[config.mk]
export PLATFORM = sky130hd
export DESIGN_NAME = pmp_access_ctrl
export DESIGN_NICKNAME = d
export VERILOG_FILES = /design/src/rtl/pmp_access_ctrl.sv
export SDC_FILE = /design/constraint.sdc
export NUM_CORES = 1
export LEC_CHECK = 0
export CAP_MARGIN = 20
export CORE_MARGIN = 3
export CORE_UTILIZATION = 30
export CTS_CLUSTER_SIZE = 28
export DETAILED_ROUTE_END_ITERATION = 7
export HOLD_SLACK_MARGIN = 0.06
export PLACE_DENSITY = 0.6
export RECOVER_POWER = 50
export SETUP_SLACK_MARGIN = 0.5
export SYNTH_ARGS = -nofsm -noshare
export SYNTH_HDL_FRONTEND = slang
export SYNTH_SLANG_ARGS = --single-unit
[constraint.sdc]
create_clock -name clock_i -period 2.2 [get_ports clock_i]
set_clock_uncertainty 0.15 [all_clocks]
set_input_delay 0.44 -clock clock_i [delete_from_list [all_inputs] [get_ports clock_i]]
set_output_delay 0.44 -clock clock_i [all_outputs]
set_load 0.01 [all_outputs]
[src/rtl/pmp_access_ctrl.sv]
// Memory-access sequencer in front of the PMP checker: captures a core request, checks alignment
// and PMP permission, then either issues the bus access or raises a trap with a saturating count.
module pmp_access_ctrl #(
  parameter int unsigned CNT_W = 16
) (
  input  logic             clock_i,
  input  logic             reset_ni,
  input  logic             req_valid_i,
  output logic             req_ready_o,
  input  logic [1:0]       req_oper_i,
  input  logic [1:0]       req_size_i,
  input  logic [1:0]       req_priv_i,
  input  logic [31:0]      req_addr_i,
  input  logic [31:0]      req_wdata_i,
  output logic             rsp_valid_o,
  output logic [31:0]      rsp_rdata_o,
  input  logic             flush_i,
  output logic [31:0]      chk_addr_o,
  output logic [1:0]       chk_oper_o,
  output logic [1:0]       chk_size_o,
  output logic [1:0]       chk_priv_o,
  input  logic [1:0]       permission_i,
  output logic             mem_req_valid_o,
  input  logic             mem_req_ready_i,
  output logic [31:0]      mem_addr_o,
  output logic [31:0]      mem_wdata_o,
  output logic             mem_we_o,
  output logic [1:0]       mem_size_o,
  input  logic             mem_rsp_valid_i,
  input  logic [31:0]      mem_rdata_i,
  output logic             exc_valid_o,
  input  logic             exc_ack_i,
  output logic [3:0]       exc_cause_o,
  output logic [31:0]      exc_tval_o,
  output logic [CNT_W-1:0] fault_count_o
);

  localparam logic [CNT_W-1:0] CntOne = CNT_W'(1);

  typedef enum logic [2:0] {StIdle, StCheck, StMemReq, StMemRsp, StFault} state_e;

  state_e           state_q;
  logic [1:0]       oper_q, size_q, priv_q;
  logic [31:0]      addr_q, wdata_q;
  logic             req_ready_q, rsp_valid_q, mem_req_valid_q, exc_valid_q, drop_q;
  logic [31:0]      rsp_rdata_q, exc_tval_q;
  logic [3:0]       exc_cause_q;
  logic [CNT_W-1:0] fault_cnt_q;

  logic             misaligned, fault;
  logic [3:0]       cause_base, fault_cause;
  logic             unused_perm_hi;

  assign unused_perm_hi = permission_i[1];

  always_comb begin
    misaligned = 1'b0;
    cause_base = 4'd0;
    unique case (size_q)
      2'b00:   misaligned = 1'b0;
      2'b01:   misaligned = addr_q[0];
      2'b10:   misaligned = |addr_q[1:0];
      default: misaligned = 1'b1;
    endcase
    unique case (oper_q)
      2'b00:   cause_base = 4'd0;
      2'b01:   cause_base = 4'd4;
      default: cause_base = 4'd6;
    endcase
    fault       = misaligned | ~permission_i[0];
    // Misaligned codes are even; the matching access-fault code is the next odd value.
    fault_cause = cause_base | {3'b000, ~misaligned};
  end

  always_ff @(posedge clock_i) begin
    if (!reset_ni) begin
      state_q         <= StIdle;
      oper_q          <= 2'b00;
      size_q          <= 2'b00;
      priv_q          <= 2'b00;
      addr_q          <= 32'h0;
      wdata_q         <= 32'h0;
      req_ready_q     <= 1'b1;
      rsp_valid_q     <= 1'b0;
      rsp_rdata_q     <= 32'h0;
      mem_req_valid_q <= 1'b0;
      exc_valid_q     <= 1'b0;
      exc_cause_q     <= 4'd0;
      exc_tval_q      <= 32'h0;
      fault_cnt_q     <= '0;
      drop_q          <= 1'b0;
    end else begin
      rsp_valid_q <= 1'b0;
      unique case (state_q)
        StIdle: begin
          if (req_valid_i && !flush_i) begin
            oper_q      <= req_oper_i;
            size_q      <= req_size_i;
            priv_q      <= req_priv_i;
            addr_q      <= req_addr_i;
            wdata_q     <= req_wdata_i;
            req_ready_q <= 1'b0;
            state_q     <= StCheck;
          end
        end
        StCheck: begin
          if (flush_i) begin
            req_ready_q <= 1'b1;
            state_q     <= StIdle;
          end else if (fault) begin
            exc_valid_q <= 1'b1;
            exc_cause_q <= fault_cause;
            exc_tval_q  <= addr_q;
            if (fault_cnt_q != '1) fault_cnt_q <= fault_cnt_q + CntOne;
            state_q     <= StFault;
          end else begin
            mem_req_valid_q <= 1'b1;
            state_q         <= StMemReq;
          end
        end
        StMemReq: begin
          // A flush coinciding with the handshake still lets the bus transfer complete.
          if (mem_req_ready_i) begin
            mem_req_valid_q <= 1'b0;
            drop_q          <= flush_i;
            state_q         <= StMemRsp;
          end else if (flush_i) begin
            mem_req_valid_q <= 1'b0;
            req_ready_q     <= 1'b1;
            state_q         <= StIdle;
          end
        end
        StMemRsp: begin
          if (mem_rsp_valid_i) begin
            if (!(drop_q || flush_i)) begin
              rsp_valid_q <= 1'b1;
              rsp_rdata_q <= oper_q[1] ? 32'h0 : mem_rdata_i;
            end
            drop_q      <= 1'b0;
            req_ready_q <= 1'b1;
            state_q     <= StIdle;
          end else if (flush_i) begin
            drop_q <= 1'b1;
          end
        end
        StFault: begin
          if (exc_ack_i || flush_i) begin
            exc_valid_q <= 1'b0;
            req_ready_q <= 1'b1;
            state_q     <= StIdle;
          end
        end
        default: begin
          req_ready_q <= 1'b1;
          state_q     <= StIdle;
        end
      endcase
    end
  end

  assign req_ready_o     = req_ready_q;
  assign rsp_valid_o     = rsp_valid_q;
  assign rsp_rdata_o     = rsp_rdata_q;
  assign chk_addr_o      = addr_q;
  assign chk_oper_o      = oper_q;
  assign chk_size_o      = size_q;
  assign chk_priv_o      = priv_q;
  assign mem_req_valid_o = mem_req_valid_q;
  assign mem_addr_o      = addr_q;
  assign mem_wdata_o     = wdata_q;
  assign mem_we_o        = oper_q[1];
  assign mem_size_o      = size_q;
  assign exc_valid_o     = exc_valid_q;
  assign exc_cause_o     = exc_cause_q;
  assign exc_tval_o      = exc_tval_q;
  assign fault_count_o   = fault_cnt_q;

endmodule

# Word-level counts from Yosys, hierarchy flattened
# Cells that the tools add are included.
dict set report op_classes {
  mux 31
  addsub 1
  reduce_logical 21
  eq_ne 18
  bitwise_logic 6
}
# operator count
set op_table {}
lappend op_table {{two-way mux 32 bit} 1}
lappend op_table {{two-way mux 3 bit} 7}
lappend op_table {{AND reduction 4 bit} 5}
lappend op_table {{adder 16 x 1 -> 16 bit, second input constant} 1}
lappend op_table {{two-way mux 1 bit} 16}
lappend op_table {{inequality test 16 bit, second input constant} 1}
lappend op_table {{inequality test 2 bit, second input constant} 8}
lappend op_table {{case mux 3 bit (5 select lines)} 1}
lappend op_table {{AND reduction 3 bit} 4}
lappend op_table {{equality test 3 x 2 -> 1 bit, second input constant} 2}
lappend op_table {{inequality test 3 bit, second input constant} 2}
lappend op_table {{case mux 1 bit (2 select lines)} 3}
lappend op_table {{case mux 3 bit (2 select lines)} 1}
lappend op_table {{nonzero test 2 bit} 3}
lappend op_table {{case mux 1 bit (5 select lines)} 1}
lappend op_table {{equality test 2 x 1 -> 1 bit, second input constant} 2}
lappend op_table {{zero test 2 bit} 2}
lappend op_table {{inverter 1 bit} 4}
lappend op_table {{OR 4 x 1 -> 4 bit} 1}
lappend op_table {{equality test 3 x 1 -> 1 bit, second input constant} 1}
lappend op_table {{equality test 3 bit, second input constant} 1}
lappend op_table {{zero test 3 bit} 1}
lappend op_table {{case mux 1 bit (3 select lines)} 1}
lappend op_table {{equality test 2 bit, second input constant} 1}
lappend op_table {{6 further kinds} 7}
dict set report word_totals {
  wordCells 92
  out_inout_bits 193
  input_bits 111
  regBits 162
}

# Longest topological paths before layout
# Gate-level depths: netlist of run 1.
dict set report logic_depth {
  ltp_word 6
  depth_mapped 8
  mapped_depth_nobuf 5
}

# Worst setup path before layout of run 1
# No wires, ideal clock.
dict set report synth_path {
  path_type {flip-flop to flip-flop}
  start {reg fault_cnt_q[0], in the netlist fault_count_o[0]}
  end {reg fault_cnt_q[12], in the netlist fault_count_o[12]}
  path_stages_with_launch 7
  t_arrival_ns 1.770
  path_slack_ns 0.209
  setup_time_ns 0.070
  cell_sequence {dfxtp_1 > ha_1 > inv_1 > or3_1 > clkbuf_1 > or4_1 > a21oi_1}
}
dict set report synth_via {
  elab_chain_cells 2
  word_cells_on_any_way 3
  classes_between {add/sub: 1; eq/ne: 1; reduce/logical: 1}
}
# item line
set synth_rtl {}
lappend synth_rtl {{start: declaration} 48} ;# logic [CNT_W-1:0] fault_cnt_q;
lappend synth_rtl {{start signal: assignment} 114} ;# if (fault_cnt_q != '1) fault_cnt_q <= fault_cnt_q + CntOne;
lappend synth_rtl {{branches (longest 2 deep; another with adder 16 x 1 -> 16 bit)} --}
# Several ways; the timed one is not identified.
# A chain may end at the register's enable or synchronous reset.

# Final worst setup path of run 1
dict set report layout_path {
  start {reg state_q[1]}
  end {reg addr_q[2], in the netlist chk_addr_o[2]}
}
dict set report layout_via {
  elab_chain_cells 2
}
# item line
set layout_rtl {}
lappend layout_rtl {{start: declaration} 42} ;# state_e state_q;
lappend layout_rtl {{start signal: assignment} 77} ;# state_q <= StIdle;
lappend layout_rtl {{start signal: assignment} 103} ;# state_q <= StCheck;
lappend layout_rtl {{start signal: assignment} 109} ;# state_q <= StIdle;
lappend layout_rtl {{zero test 3 bit} 94} ;# unique case (state_q)
lappend layout_rtl {{AND reduction 2 bit (no line)} --}
lappend layout_rtl {{end signal: assignment} 100} ;# addr_q <= req_addr_i;
lappend layout_rtl {{end: declaration} 44} ;# logic [31:0] addr_q, wdata_q;
# Every way passes these cells.

==> flow_metrics.tcl, run 1 <==
set metrics [dict create \
    synthDistinctLibCells 43 \
    highest_layer "met5" \
    synth_top_family_by_area "simple AND/OR/NAND/NOR gates" \
    vias 6472 \
    intPower_mw 5.07 \
    gp_congestion 0.774 \
    synthSimpleGateAreaFrac_pct 20.9 \
    worstPathCellList "buf_12 -> buf_6 -> nor2_4 -> buf_6 -> nand3_2 -> buf_12 -> nand2_1 -> a21oi_1" \
    startpoint "state_q[1]" \
    core_area_um2 19800 \
    areaGrowthSynthToFinish_pct 85.7 \
    vias_per_cell 4.82 \
    setup_tns_ns 0 \
    postCtsHoldBufs 0 \
    drive_gt1_share_pct 27.7 \
    synthAdderAreaFrac_pct 0.202 \
    power_density_nw_per_um2 601 \
    slew_headroom_pct 60.8 \
    seqCellArea_um2 3280 \
    clock_latency_ns 0.42 \
    p_sw_share_pct 26.6 \
    end_kind "flip-flop" \
    fmax_mhz 522 \
    place.port_buffers 301 \
    drt_iter0_markers 236 \
    path_buf_inv 4 \
    synth_compound_area_share_pct 17.4 \
    start_util_pct 31.2 \
    clock_sinks 161 \
    critical_path_required_ns 2.34 \
    path_clk_slew_ns 0.07 \
    drv_cap 0 \
    yosys_warnings 0 \
    clock-root-buffer "clkbuf_16" \
    avgSynthCellArea_um2 8.46 \
    min-delay-start "exc_tval_o[9]" \
    first_pass_iters 4 \
    critPathTopFamily "buffers and inverters" \
    nFillCells 1807 \
    reg2reg_from "state_q[1]" \
    synth-main-ff-cell "dfxtp_1" \
    drc 0 \
    seqPwrFrac_pct 44.3 \
    grt_pass1_wl_um 34100 \
    die_w_um 150 \
    wire_per_inst_um 17.3 \
    antenna_left 0 \
    start_kind "flip-flop" \
    wl_met1_um 9660 \
    p_comb_share_pct 14.0 \
    grt_setup_unrepaired "true" \
    min_path_type "reg2reg" \
    syn-cell-area_um2 6190 \
    grt_start_max_net_pins 34 \
    worst_ep_arrival_time_ns 2.05 \
    finalMaxSlewViolations 0 \
    crit_slowest_cell "dfxtp_4" \
    multi_input_area_um2 3180 \
    cts_max_level 4 \
    synthCells 731 \
    finalCritPeriodShare_pct 87.1 \
    seq_area_frac_synth_pct 52.1 \
    synth_xor_area_share_pct 0 \
    clkPwrFrac_pct 41.7 \
    dieArea_um2 22400 \
    power_mw 6.90 \
    nets 1177 \
    track_usage_pct 19.2 \
    hold_ws_ns 0.296 \
    diodes 0 \
    clock_tree.buffer_depth 2 \
    final-hold-violation-count 0 \
    synthesis.nets 843 \
    cts-buffers-inserted 17 \
    synth-async-reset-ratio_pct 0 \
    io-pin-count 304 \
    crit_type "reg2reg" \
    die_h_um 150 \
    ir_drop_mv 0.522 \
    leakagePower_nw 4.88 \
    wl_met2_um 11100 \
    p_switching_mw 1.84 \
    antenna_found_initial 1 \
    cp_max_fo 23 \
    worstMarginPinSlew_ns 0.586 \
    wl_met3_um 2070 \
    ys_ff_latch 161 \
    dp_hpwl_um 14400 \
    grt.overflow.total 0 \
    final.min_clock_period_ns 1.92 \
    grt_pass1_vias 6147 \
    synth_mux_area_share_pct 0.971 \
    mostFrequentLayoutCell "nand2_1" \
    rows 51 \
    final_cell_mix "nand2_1, dfxtp_1, dlygate4sd2_1, clkdlybuf4s50_1, a21oi_1" \
    cpPeakStageDelay_ns 0.37 \
    status "complete, no violations" \
    setup_viol 0 \
    cts_tree "built" \
    synth_edf_count 0 \
    wirelength_um 23200 \
    utilization_pct 57.9 \
]
metal layers:
metal  vias to the layer above  global-route usage [%]
li1                       3145                       -
met1                      3047                    24.1
met2                       252                    31.3
met3                        26                    7.45
met4                         2                    4.81
met5                         -                       0
cell families (layout without fill, tap and decap cells):
group | Yosys count | after routing
buffers and inverters | 91 | 435
muxes | 6 | 6
other | 1 | 1
DFF | 161 | 161
adders and majority gates | 1 | 1
and+or+nand+nor | 295 | 295
AOI/OAI and AO/OA | 176 | 179
worst paths after layout:
| kind | to | slack, ns | depth (start not counted) |
|---|---|---|---|
| max | chk_addr_o[2] | 0.28 | 8 |
| min | exc_tval_o[9] | 0.30 | 2 |
| max reg2reg | chk_addr_o[2] | 0.28 | 8 |
| min reg2reg | exc_tval_o[9] | 0.30 | 2 |
sequential cells by signal, indices dropped and copies added (netlist names):
register	flops
chk_addr_o	32
exc_tval_o	32
mem_wdata_o	32
rsp_rdata_o	32
fault_count_o	16
exc_cause_o	3
state_q	3
chk_oper_o	2
chk_priv_o	2
chk_size_o	2
drop_q	1
exc_valid_o	1
mem_req_valid_o	1
req_ready_o	1
rsp_valid_o	1
metrics by stage:
stage	instances	area, um2	worst slack [ns]
floorplan	731	6310	0.376
global placement	1250	9540	-0.307
detailed placement	1250	9540	-0.340
CTS	1318	10700	0.337
global route	1343	11500	0.198
finish	1343	11500	0.285
power groups by stage:
| stage | sequential (mW) | clock (mW) | combinational, mW |
|---|---|---|---|
| floorplan | 3.14 | 0 | 0.305 |
| global placement | 3.11 | 0 | 0.835 |
| detailed placement | 3.12 | 0 | 0.836 |
| CTS | 3.05 | 2.95 | 0.869 |
| global route | 3.07 | 3.09 | 1.04 |
| finish | 3.06 | 2.88 | 0.969 |
cell usage after synthesis, drive strengths merged, types with 3 or more instances:
library cell / n / area (um2)
nand2: 223 / 837
dfxtp: 161 / 3220
a21oi: 119 / 596
buf: 50 / 362
clkbuf: 38 / 143
a22o: 32 / 280
nor2: 12 / 45.0
nand2b: 10 / 62.6
nor4: 8 / 50.1
o31ai: 8 / 60.1
nand3: 7 / 35.0
or4: 7 / 52.6
mux2i: 6 / 60.1
nand4: 6 / 37.5
nor3: 5 / 25.0
o21ai: 5 / 25.0
and2: 3 / 18.8
inv: 3 / 11.3
worst reg2reg max path, delay by kind of cell, from the launching register on:
family,cells,cell delay [ns]
DFF,1,0.37
buffers and inverters,4,0.65
AOI/OAI and AO/OA,1,0.08
and+or+nand+nor,3,0.55
cell type report:
class / count / share of cell area [%]
Sequential cell: 161 / 28.5
Inverter: 3 / 0.120
Multi-Input combinational cell: 482 / 27.7
Clock buffer: 19 / 3.95
Tap cell: 265 / 2.89
Timing Repair Buffer: 400 / 35.8
Clock inverter: 13 / 1.03
timing repair:
item                                    in CTS  in global routing
gates resized for setup                    355                219
cloned                                      14                  6
buffers inserted                            22                 19
endpoints found under the hold margin        0                  0
pin swaps                                   35                 83
endpoints found under the setup margin     351                180
(Power assumes the default switching activity.)
==> inputs of run 2 (changes only) <==
--- a/config.mk
+++ b/config.mk
@@ -8,6 +8,7 @@
 export CAP_MARGIN = 20
 export CORE_MARGIN = 3
 export CORE_UTILIZATION = 30
+export CTS_CLUSTER_DIAMETER = 200
 export CTS_CLUSTER_SIZE = 28
 export DETAILED_ROUTE_END_ITERATION = 7
 export HOLD_SLACK_MARGIN = 0.06
==> results of run 2 <==
Same layout as run 1: the final DEF is identical, and so are final timing and power.
